`src/rtl/div_pkg.sv`:
```
// Shared definitions for the sequential unsigned restoring divider.
//
// Contents:
//   state_t        - control states of the divider (IDLE, RUN, DONE)
//   DIV0_QUOTIENT  - fill bit for the divide-by-zero quotient; it is
//                    replicated across the quotient to give all ones
//   cnt_width()    - width of the iteration counter for a given WIDTH
package div_pkg;

    typedef enum logic [1:0] {
        IDLE = 2'd0,
        RUN  = 2'd1,
        DONE = 2'd2
    } state_t;

    // Division by zero reports a quotient of all ones. The width is not
    // known here, so this is the single bit the top replicates.
    localparam logic DIV0_QUOTIENT = 1'b1;

    // The counter must be able to hold WIDTH-1. One bit is added above
    // the log so the helper is safe for any WIDTH.
    function automatic int cnt_width(input int width);
        return $clog2(width) + 1;
    endfunction

endpackage

```
`src/rtl/div_step.sv`:
```
// One combinational restoring-division step.
//
// The partial remainder is shifted left by one and takes the next dividend
// bit. If the result is at least the divisor, the divisor is subtracted
// and the quotient bit is 1. Otherwise the shifted value is kept and the
// quotient bit is 0.
//
// Ports:
//   r_in   - current partial remainder (WIDTH+1 bits)
//   q_msb  - dividend bit shifted in on this step
//   d      - divisor
//   r_out  - next partial remainder (WIDTH+1 bits)
//   q_bit  - quotient bit produced by this step
module div_step #(
    parameter int WIDTH = 32
) (
    input  logic [WIDTH:0]   r_in,
    input  logic             q_msb,
    input  logic [WIDTH-1:0] d,
    output logic [WIDTH:0]   r_out,
    output logic             q_bit
);

    logic [WIDTH:0] trial;
    logic [WIDTH:0] diff;

    // After every restoring step the remainder is below the divisor, so
    // the top bit of the incoming remainder is always zero. It is shifted
    // out here and is never needed.
    logic unused_r_msb;
    assign unused_r_msb = r_in[WIDTH];

    // The compare and subtract are WIDTH+1 bits wide. The shifted
    // remainder can then exceed 2^WIDTH-1 without overflowing.
    always_comb begin
        trial = {r_in[WIDTH-1:0], q_msb};
        diff  = trial - {1'b0, d};
        if (trial >= {1'b0, d}) begin
            r_out = diff;
            q_bit = 1'b1;
        end else begin
            r_out = trial;
            q_bit = 1'b0;
        end
    end

endmodule

```
`src/rtl/unsigned_divider.sv`:
```
// Sequential unsigned restoring divider, one quotient bit per clock.
//
// The operands are sampled on the edge that accepts start. A normal
// division runs for WIDTH RUN cycles, then raises done for one cycle.
// Division by zero goes straight to DONE. quotient, remainder and
// div_by_zero are registered. They change only when a result is produced
// or on reset, and otherwise hold.
//
// Ports:
//   clk          - rising-edge clock
//   reset        - synchronous, active-high reset
//   start        - request pulse, accepted in IDLE or DONE
//   dividend     - unsigned numerator
//   divisor      - unsigned denominator
//   busy         - high while a division is iterating (RUN)
//   done         - one-cycle pulse, results valid
//   quotient     - registered quotient
//   remainder    - registered remainder
//   div_by_zero  - registered flag belonging to the last result
module unsigned_divider
    import div_pkg::*;
#(
    parameter int WIDTH = 32
) (
    input  logic             clk,
    input  logic             reset,
    input  logic             start,
    input  logic [WIDTH-1:0] dividend,
    input  logic [WIDTH-1:0] divisor,
    output logic             busy,
    output logic             done,
    output logic [WIDTH-1:0] quotient,
    output logic [WIDTH-1:0] remainder,
    output logic             div_by_zero
);

    localparam int CNT_W = cnt_width(WIDTH);
    localparam logic [CNT_W-1:0] LAST_CNT = CNT_W'(WIDTH - 1);

    state_t           state_q,       state_d;
    logic [WIDTH:0]   r_q,           r_d;
    logic [WIDTH-1:0] shift_q,       shift_d;
    logic [WIDTH-1:0] d_q,           d_d;
    logic [CNT_W-1:0] cnt_q,         cnt_d;
    logic [WIDTH-1:0] quotient_q,    quotient_d;
    logic [WIDTH-1:0] remainder_q,   remainder_d;
    logic             div_by_zero_q, div_by_zero_d;

    logic [WIDTH:0]   r_next;
    logic             q_bit;

    div_step #(
        .WIDTH (WIDTH)
    ) u_step (
        .r_in  (r_q),
        .q_msb (shift_q[WIDTH-1]),
        .d     (d_q),
        .r_out (r_next),
        .q_bit (q_bit)
    );

    // DONE accepts a new start exactly like IDLE, so divisions can run
    // back to back. The shift register holds the unconsumed dividend bits
    // in its upper end. The quotient bits collect in its lower end.
    always_comb begin
        state_d       = state_q;
        r_d           = r_q;
        shift_d       = shift_q;
        d_d           = d_q;
        cnt_d         = cnt_q;
        quotient_d    = quotient_q;
        remainder_d   = remainder_q;
        div_by_zero_d = div_by_zero_q;

        case (state_q)
            IDLE, DONE: begin
                state_d = IDLE;
                if (start) begin
                    if (divisor == '0) begin
                        state_d       = DONE;
                        quotient_d    = {WIDTH{DIV0_QUOTIENT}};
                        remainder_d   = dividend;
                        div_by_zero_d = 1'b1;
                    end else begin
                        state_d = RUN;
                        shift_d = dividend;
                        d_d     = divisor;
                        r_d     = '0;
                        cnt_d   = '0;
                    end
                end
            end

            RUN: begin
                r_d     = r_next;
                shift_d = {shift_q[WIDTH-2:0], q_bit};
                cnt_d   = cnt_q + CNT_W'(1);
                if (cnt_q == LAST_CNT) begin
                    state_d       = DONE;
                    quotient_d    = {shift_q[WIDTH-2:0], q_bit};
                    remainder_d   = r_next[WIDTH-1:0];
                    div_by_zero_d = 1'b0;
                end
            end

            default: begin
                state_d = IDLE;
            end
        endcase
    end

    // Reset abandons any division in flight. It clears every register,
    // so no done pulse follows.
    always_ff @(posedge clk) begin
        if (reset) begin
            state_q       <= IDLE;
            r_q           <= '0;
            shift_q       <= '0;
            d_q           <= '0;
            cnt_q         <= '0;
            quotient_q    <= '0;
            remainder_q   <= '0;
            div_by_zero_q <= 1'b0;
        end else begin
            state_q       <= state_d;
            r_q           <= r_d;
            shift_q       <= shift_d;
            d_q           <= d_d;
            cnt_q         <= cnt_d;
            quotient_q    <= quotient_d;
            remainder_q   <= remainder_d;
            div_by_zero_q <= div_by_zero_d;
        end
    end

    // Outputs depend only on registers.
    always_comb begin
        busy        = (state_q == RUN);
        done        = (state_q == DONE);
        quotient    = quotient_q;
        remainder   = remainder_q;
        div_by_zero = div_by_zero_q;
    end

endmodule

```
`config.mk`:
```
export PLATFORM = sky130hd
export DESIGN_NAME = unsigned_divider
export DESIGN_NICKNAME = d
export VERILOG_FILES = /design/src/rtl/div_pkg.sv /design/src/rtl/div_step.sv /design/src/rtl/unsigned_divider.sv
export SDC_FILE = /design/constraint.sdc
export NUM_CORES = 1
export LEC_CHECK = 0
export CAP_MARGIN = 20
export CORE_MARGIN = 2
export CORE_UTILIZATION = 50
export DETAILED_ROUTE_END_ITERATION = 16
export PLACE_DENSITY = 0.75
export SYNTH_ARGS = -nofsm -noshare
export SYNTH_HDL_FRONTEND = slang
export SYNTH_SLANG_ARGS = --single-unit
```
`constraint.sdc`:
```
create_clock -name clk -period 3.55 [get_ports clk]
set_clock_uncertainty 0.1 [all_clocks]
set_input_delay 0.71 -clock clk [delete_from_list [all_inputs] [get_ports clk]]
set_output_delay 0.71 -clock clk [all_outputs]
set_load 0.02 [all_outputs]
```
# After elaboration in Yosys (flattened, before gate mapping)

Index checks and enable logic that the tools add are counted.

Bits in registers: 169
Input bits: 67
Output and inout port bits: 67
Word-level logic and storage cells: 53

$add $sub $neg: 2
$lt $le $gt $ge: 1
Eq/ne operators: 7
Multiplexer cells: 27
Bitwise operators: 1
Reduce and logical (&&, ||, !) cells: 7

Operator list:

| operator              | number |
|---|---|
| $mux W32              | 11 |
| $pmux W32 S2          | 4 |
| $ge A33 B32 Y1        | 1 |
| $logic_not A32 Y1     | 1 |
| $sub A32 B32 Y32      | 1 |
| $mux W6               | 2 |
| $pmux W6 S2           | 1 |
| $add A6 B1 Y6 const B | 1 |
| $eq A6 B5 Y1 const B  | 1 |
| $mux W2               | 3 |
| $ne A2 B2 Y1 const B  | 3 |
| $reduce_and A3 Y1     | 2 |
| $mux W1               | 4 |
| $pmux W2 S2           | 1 |
| $reduce_and A4 Y1     | 1 |
| $eq A2 B1 Y1 const B  | 1 |
| $eq A2 B2 Y1 const B  | 1 |
| $logic_not A2 Y1      | 1 |
| $ne A2 B1 Y1 const B  | 1 |
| $pmux W1 S2           | 1 |
| $reduce_bool A2 Y1    | 1 |
| $reduce_or A2 Y1      | 1 |
| $not A1 Y1            | 1 |

# Logic depth before layout (Yosys ltp)

Gate-level depths: netlist of run 1.

Depth after elaboration: 4
Gate-level depth with buffers: 12
Mapped depth without buffers: 12

# Hierarchy

From an unflattened synthesis of run 1, not the netlist that was laid out.

Cells, all modules: 1,215
Area total of the unflattened synthesis: 9,336.5 µm²

Modules (own cells, without submodules):

| module           | times used | cells an instance | area an instance (µm²) | seq. area each (µm²) |
|---|---|---|---|---|
| unsigned_divider | 1          | 850               | 6,924.1                | 3,403.3 |
| div_step         | 1          | 365               | 2,412.3                | 0.0 |

# Least setup slack after synthesis of run 1

No wires, ideal clock.

Kind: reg-to-reg
Start point: register shift_q[31]
End point: register remainder_q[20], in the netlist remainder[20]
Setup time: 0.115 ns
Arrival: 2.635 ns
Data required time: 3.335 ns
Slack: 0.701 ns
Stages on the path, launching flop included: 13
Period minus slack after synthesis: 2.849 ns
Cell sequence: dfxtp_1 inv_1 ha_1 inv_1 fa_1 a21oi_1 o21ai_0 a221o_1 o31ai_1 o21bai_1 xor2_1 mux2i_1 a2111oi_0

Cells in the longest elaborated chain, start to end: 4
Elaborated cells on any way between the ends: 5
Those cells by class: add/sub (1); order compare (1); mux (3)

RTL lines:

| element                                                   | line                           | text |
|---|---|---|
| start, declared                                           | unsigned_divider.sv:42         | `logic [WIDTH-1:0] shift_q, shift_d;` |
| start signal, assigned                                    | unsigned_divider.sv:127        | `shift_q <= shift_d;` |
| $sub A32 B32 Y32 / $ge A33 B32 Y1 (equally long branches) | div_step.sv:37, div_step.sv:38 |  |
| $mux W32 *                                                | div_step.sv:38                 | `if (trial >= {1'b0, d}) begin` |
| $mux W32 *                                                | unsigned_divider.sv:98         | `if (cnt_q == LAST_CNT) begin` |
| $pmux W32 S2 *                                            | unsigned_divider.sv:75         | `case (state_q)` |
| end signal, assigned                                      | unsigned_divider.sv:131        | `remainder_q <= remainder_d;` |
| end, declared                                             | unsigned_divider.sv:46         | `logic [WIDTH-1:0] remainder_q, remainder_d;` |

Every way passes the cells marked *; elsewhere a longest branch is shown, timed or not. The select of a mux whose other input is x is not followed.
A chain may end at the register's enable or synchronous reset.

# Final worst setup path of run 1

Start point: register d_q[0]
End point: register remainder_q[20], in the netlist remainder[20]

Cells in the longest elaborated chain, start to end: 4
Elaborated cells on any way between the ends: 5
Those cells by class: add/sub (1); order compare (1); mux (3)

RTL lines:

| element                                                   | line                           | text |
|---|---|---|
| start, declared                                           | unsigned_divider.sv:43         | `logic [WIDTH-1:0] d_q, d_d;` |
| start signal, assigned                                    | unsigned_divider.sv:119        | `d_q <= '0;` |
| start signal, assigned                                    | unsigned_divider.sv:128        | `d_q <= d_d;` |
| $sub A32 B32 Y32 / $ge A33 B32 Y1 (equally long branches) | div_step.sv:37, div_step.sv:38 |  |
| $mux W32 *                                                | div_step.sv:38                 |  |
| $mux W32 *                                                | unsigned_divider.sv:98         |  |
| $pmux W32 S2 *                                            | unsigned_divider.sv:75         |  |

Marked as above.

==> impl_metrics.env, run 1 <==
export IMPL_status="finished clean"
export IMPL_cts_tree="done"
export IMPL_maxCapViolations=0
export IMPL_drc=0
export IMPL_postCtsHoldBufs=0
export IMPL_synthMuxAreaShare_pct=7.98
export IMPL_synth_area_leaders="dfxtp_1, mux2i_1, a21oi_1"
export IMPL_crit_chain="ha_1, inv_1, fa_1, a21oi_1, o21ai_0, a221o_1, o31ai_1, o21bai_1, xor2_1, mux2i_1, a2111oi_0"
export IMPL_powerDensity_mw_per_mm2=565
export IMPL_vias=7949
export IMPL_synth_async_reset_ratio_pct=0
export IMPL_cts_htree_levels=4
export IMPL_rows=48
export IMPL_netlist_area_mm2=0.00881
export IMPL_num_io_pins=134
export IMPL_start_kind="flip-flop"
export IMPL_core_area_mm2=0.0172
export IMPL_worst_path_largest_cell_delay_ps=410
export IMPL_synth_top_cell_by_area="dfxtp_1"
export IMPL_postCtsSetupRepairBufs=0
export IMPL_grt_pass1_vias=7170
export IMPL_hp_class="reg2reg"
export IMPL_endpoint_kind="flip-flop"
export IMPL_vias_per_cell=5.83
export IMPL_required_ps=3760
export IMPL_synth_fa_ha_area_share_pct=4.91
export IMPL_ys_types=68
export IMPL_final_cell_mix="dfxtp_1, clkdlybuf4s50_1, nor2_1, a21oi_1, nand2_1"
export IMPL_post_route_min_period_ps=3230
export IMPL_area_delta_synth_final_pct=24.4
export IMPL_p_leak_nw=4.47
export IMPL_place_congestion=0.927
export IMPL_die_w_um=137
export IMPL_num_antenna_cells=0
export IMPL_portBuffers=133
export IMPL_tightest_slew_ps=768
export IMPL_final_hold_violation_count=0
export IMPL_synth_compound_area_share_pct=25.8
export IMPL_dp_cells=1332
export IMPL_crit_fanout=3
export IMPL_crit_buf_inv=1
export IMPL_cpMaxStageDelayCell="o31ai_1"
export IMPL_yosysWarnings=0
export IMPL_path_class="reg2reg"
export IMPL_dieHeight_um=137
export IMPL_yosys_area_share_simple_pct=14.9
export IMPL_grt_pass1_wl_mm=38.0
export IMPL_cts_sinks=169
export IMPL_final_cells=1363
export IMPL_synth_seq_cells=169
export IMPL_slew_violations=0
export IMPL_arrival_ps=3440
export IMPL_synth_top_family_by_area="compound AO/OA/AOI/OAI gates"
export IMPL_grt_max_degree=88
export IMPL_avgSynthCellArea_um2=8.57
export IMPL_wirelength_mm=23.8
export IMPL_drt_pass1_iterations=6
export IMPL_grt_total_usage_pct=25.6
export IMPL_irDropWorstVdd_uv=368
export IMPL_clockRootBuffer="clkbuf_16"
export IMPL_numCtsBuffers=17
export IMPL_clk_path_buf_depth=2
export IMPL_synth_top_cell_area_share_pct=38.4
export IMPL_clock_latency_ps=430
export IMPL_final_common_cell="dfxtp_1"
export IMPL_clk_pin_slew_worst_paths_ps=70
export IMPL_cts_repair_resized=0
export IMPL_ant_nets=0
export IMPL_max_slew_margin_pct=48.8
export IMPL_rsz0062_at_grt="no"
export IMPL_synthesis_instances=1029
export IMPL_pre_cts_ws_ps=163
export IMPL_syn_num_nets=1130
export IMPL_synthFlopType="dfxtp_1"
export IMPL_layout_setup_ws_ps=319
export IMPL_initial_core_util_pct=51.1
export IMPL_dp_final_hpwl_mm=17.6
export IMPL_drive_gt1_share_pct=9.58
export IMPL_crit_family="compound AO/OA/AOI/OAI gates"
export IMPL_drtIter0Drc=566
export IMPL_min_period_over_period_pct=91.0
export IMPL_grt_overflow_total=0
export IMPL_fmax_ghz=0.310
export IMPL_setup_tns_ps=0
export IMPL_die_area_mm2=0.0187
export IMPL_finalSetupViolations=0
export IMPL_synth_xor_area_share_pct=2.29
export IMPL_routedWlPerCell_um=17.5
export IMPL_yosysSeqAreaShare_pct=38.4
export IMPL_synth_edf_count=0
export IMPL_fin_nets=1227
export IMPL_antenna_found_initial=0
synth_stat cells (14+ instances only):
master,instances
a211oi_1,38
a21oi_1,99
a31oi_1,22
buf_2,14
clkbuf_1,51
dfxtp_1,169
ha_1,33
inv_1,39
mux2i_1,68
nand2_1,74
nand3_1,18
nand4_1,16
nor2_1,101
nor3_1,23
o21ai_0,51
o221a_2,31
xnor2_1,18
stage by stage:
| step | hold WS, ps | power (mW) | area (µm²) | utilization [%] |
|---|---|---|---|---|
| after detailed placement | 371 | 4.11 | 10300 | 59.8 |
| after CTS | 381 | 6.18 | 11000 | 63.6 |
| after global placement | 360 | 4.11 | 10300 | 59.8 |
| after global routing | 397 | 6.51 | 11000 | 63.6 |
| final | 384 | 6.20 | 11000 | 63.6 |
| after floorplan | 338 | 3.61 | 8810 | - |
flip-flops by register name, indices dropped and copies added (netlist names):
name,cells
cnt_q,6
d_q,32
div_by_zero,1
quotient,32
r_q,32
remainder,32
shift_q,32
state_q,2
tightest hold or removal path: cells and delay by family, from the launching register on:
family,cells,cell delay [ps]
simple gates,1,70
flops,1,310
compound gates,1,50
metal layers:
| metal | global-route usage [%] | vias to the layer above | share of wire [%] |
|---|---|---|---|
| li1 | - | 3999 | - |
| met1 | 38.2 | 3665 | 50 |
| met3 | 4.19 | 28 | 5.5 |
| met2 | 38.0 | 257 | 43 |
| met4 | 6.83 | 0 | 1.4 |
| met5 | 0 | - | 0 |
cells by family after synthesis:
family	after synthesis
flip-flops	169
AND/OR/NAND/NOR	286
adder cells (fa/ha/maj)	34
XOR/XNOR	23
multiplexers	70
buffers and inverters	117
AO/OA/AOI/OAI	330
final timing paths:
path            startpoint            end  slack (ps)  depth (start not counted)
max reg2reg         d_q[0]  remainder[20]         320                         11
max                 d_q[0]  remainder[20]         320                         11
min reg2reg  remainder[27]  remainder[27]         380                          2
min          remainder[27]  remainder[27]         380                          2
layout make-up:
cell class                      instances  area [µm²]
Tap cell                              225         282
Inverter                               39         146
Sequential cell                       169        3380
Clock inverter                         14         234
Clock buffer                           17         425
Timing Repair Buffer                  156        1540
Multi-Input combinational cell        743        4960
Fill cell                            1526        6270
where the power goes:
part	internal, mW	switching, mW
combinational	0.837	1.18
clock	1.27	0.815
sequential	2.00	0.0959
No activity file was read; power rests on OpenSTA's default activity.
==> run 2: changes to the inputs <==
- ABC_CLOCK_PERIOD_IN_PS: unset -> 3550
==> results of run 2 <==
Same layout as run 1: the final DEF is identical, and so are final timing and power.
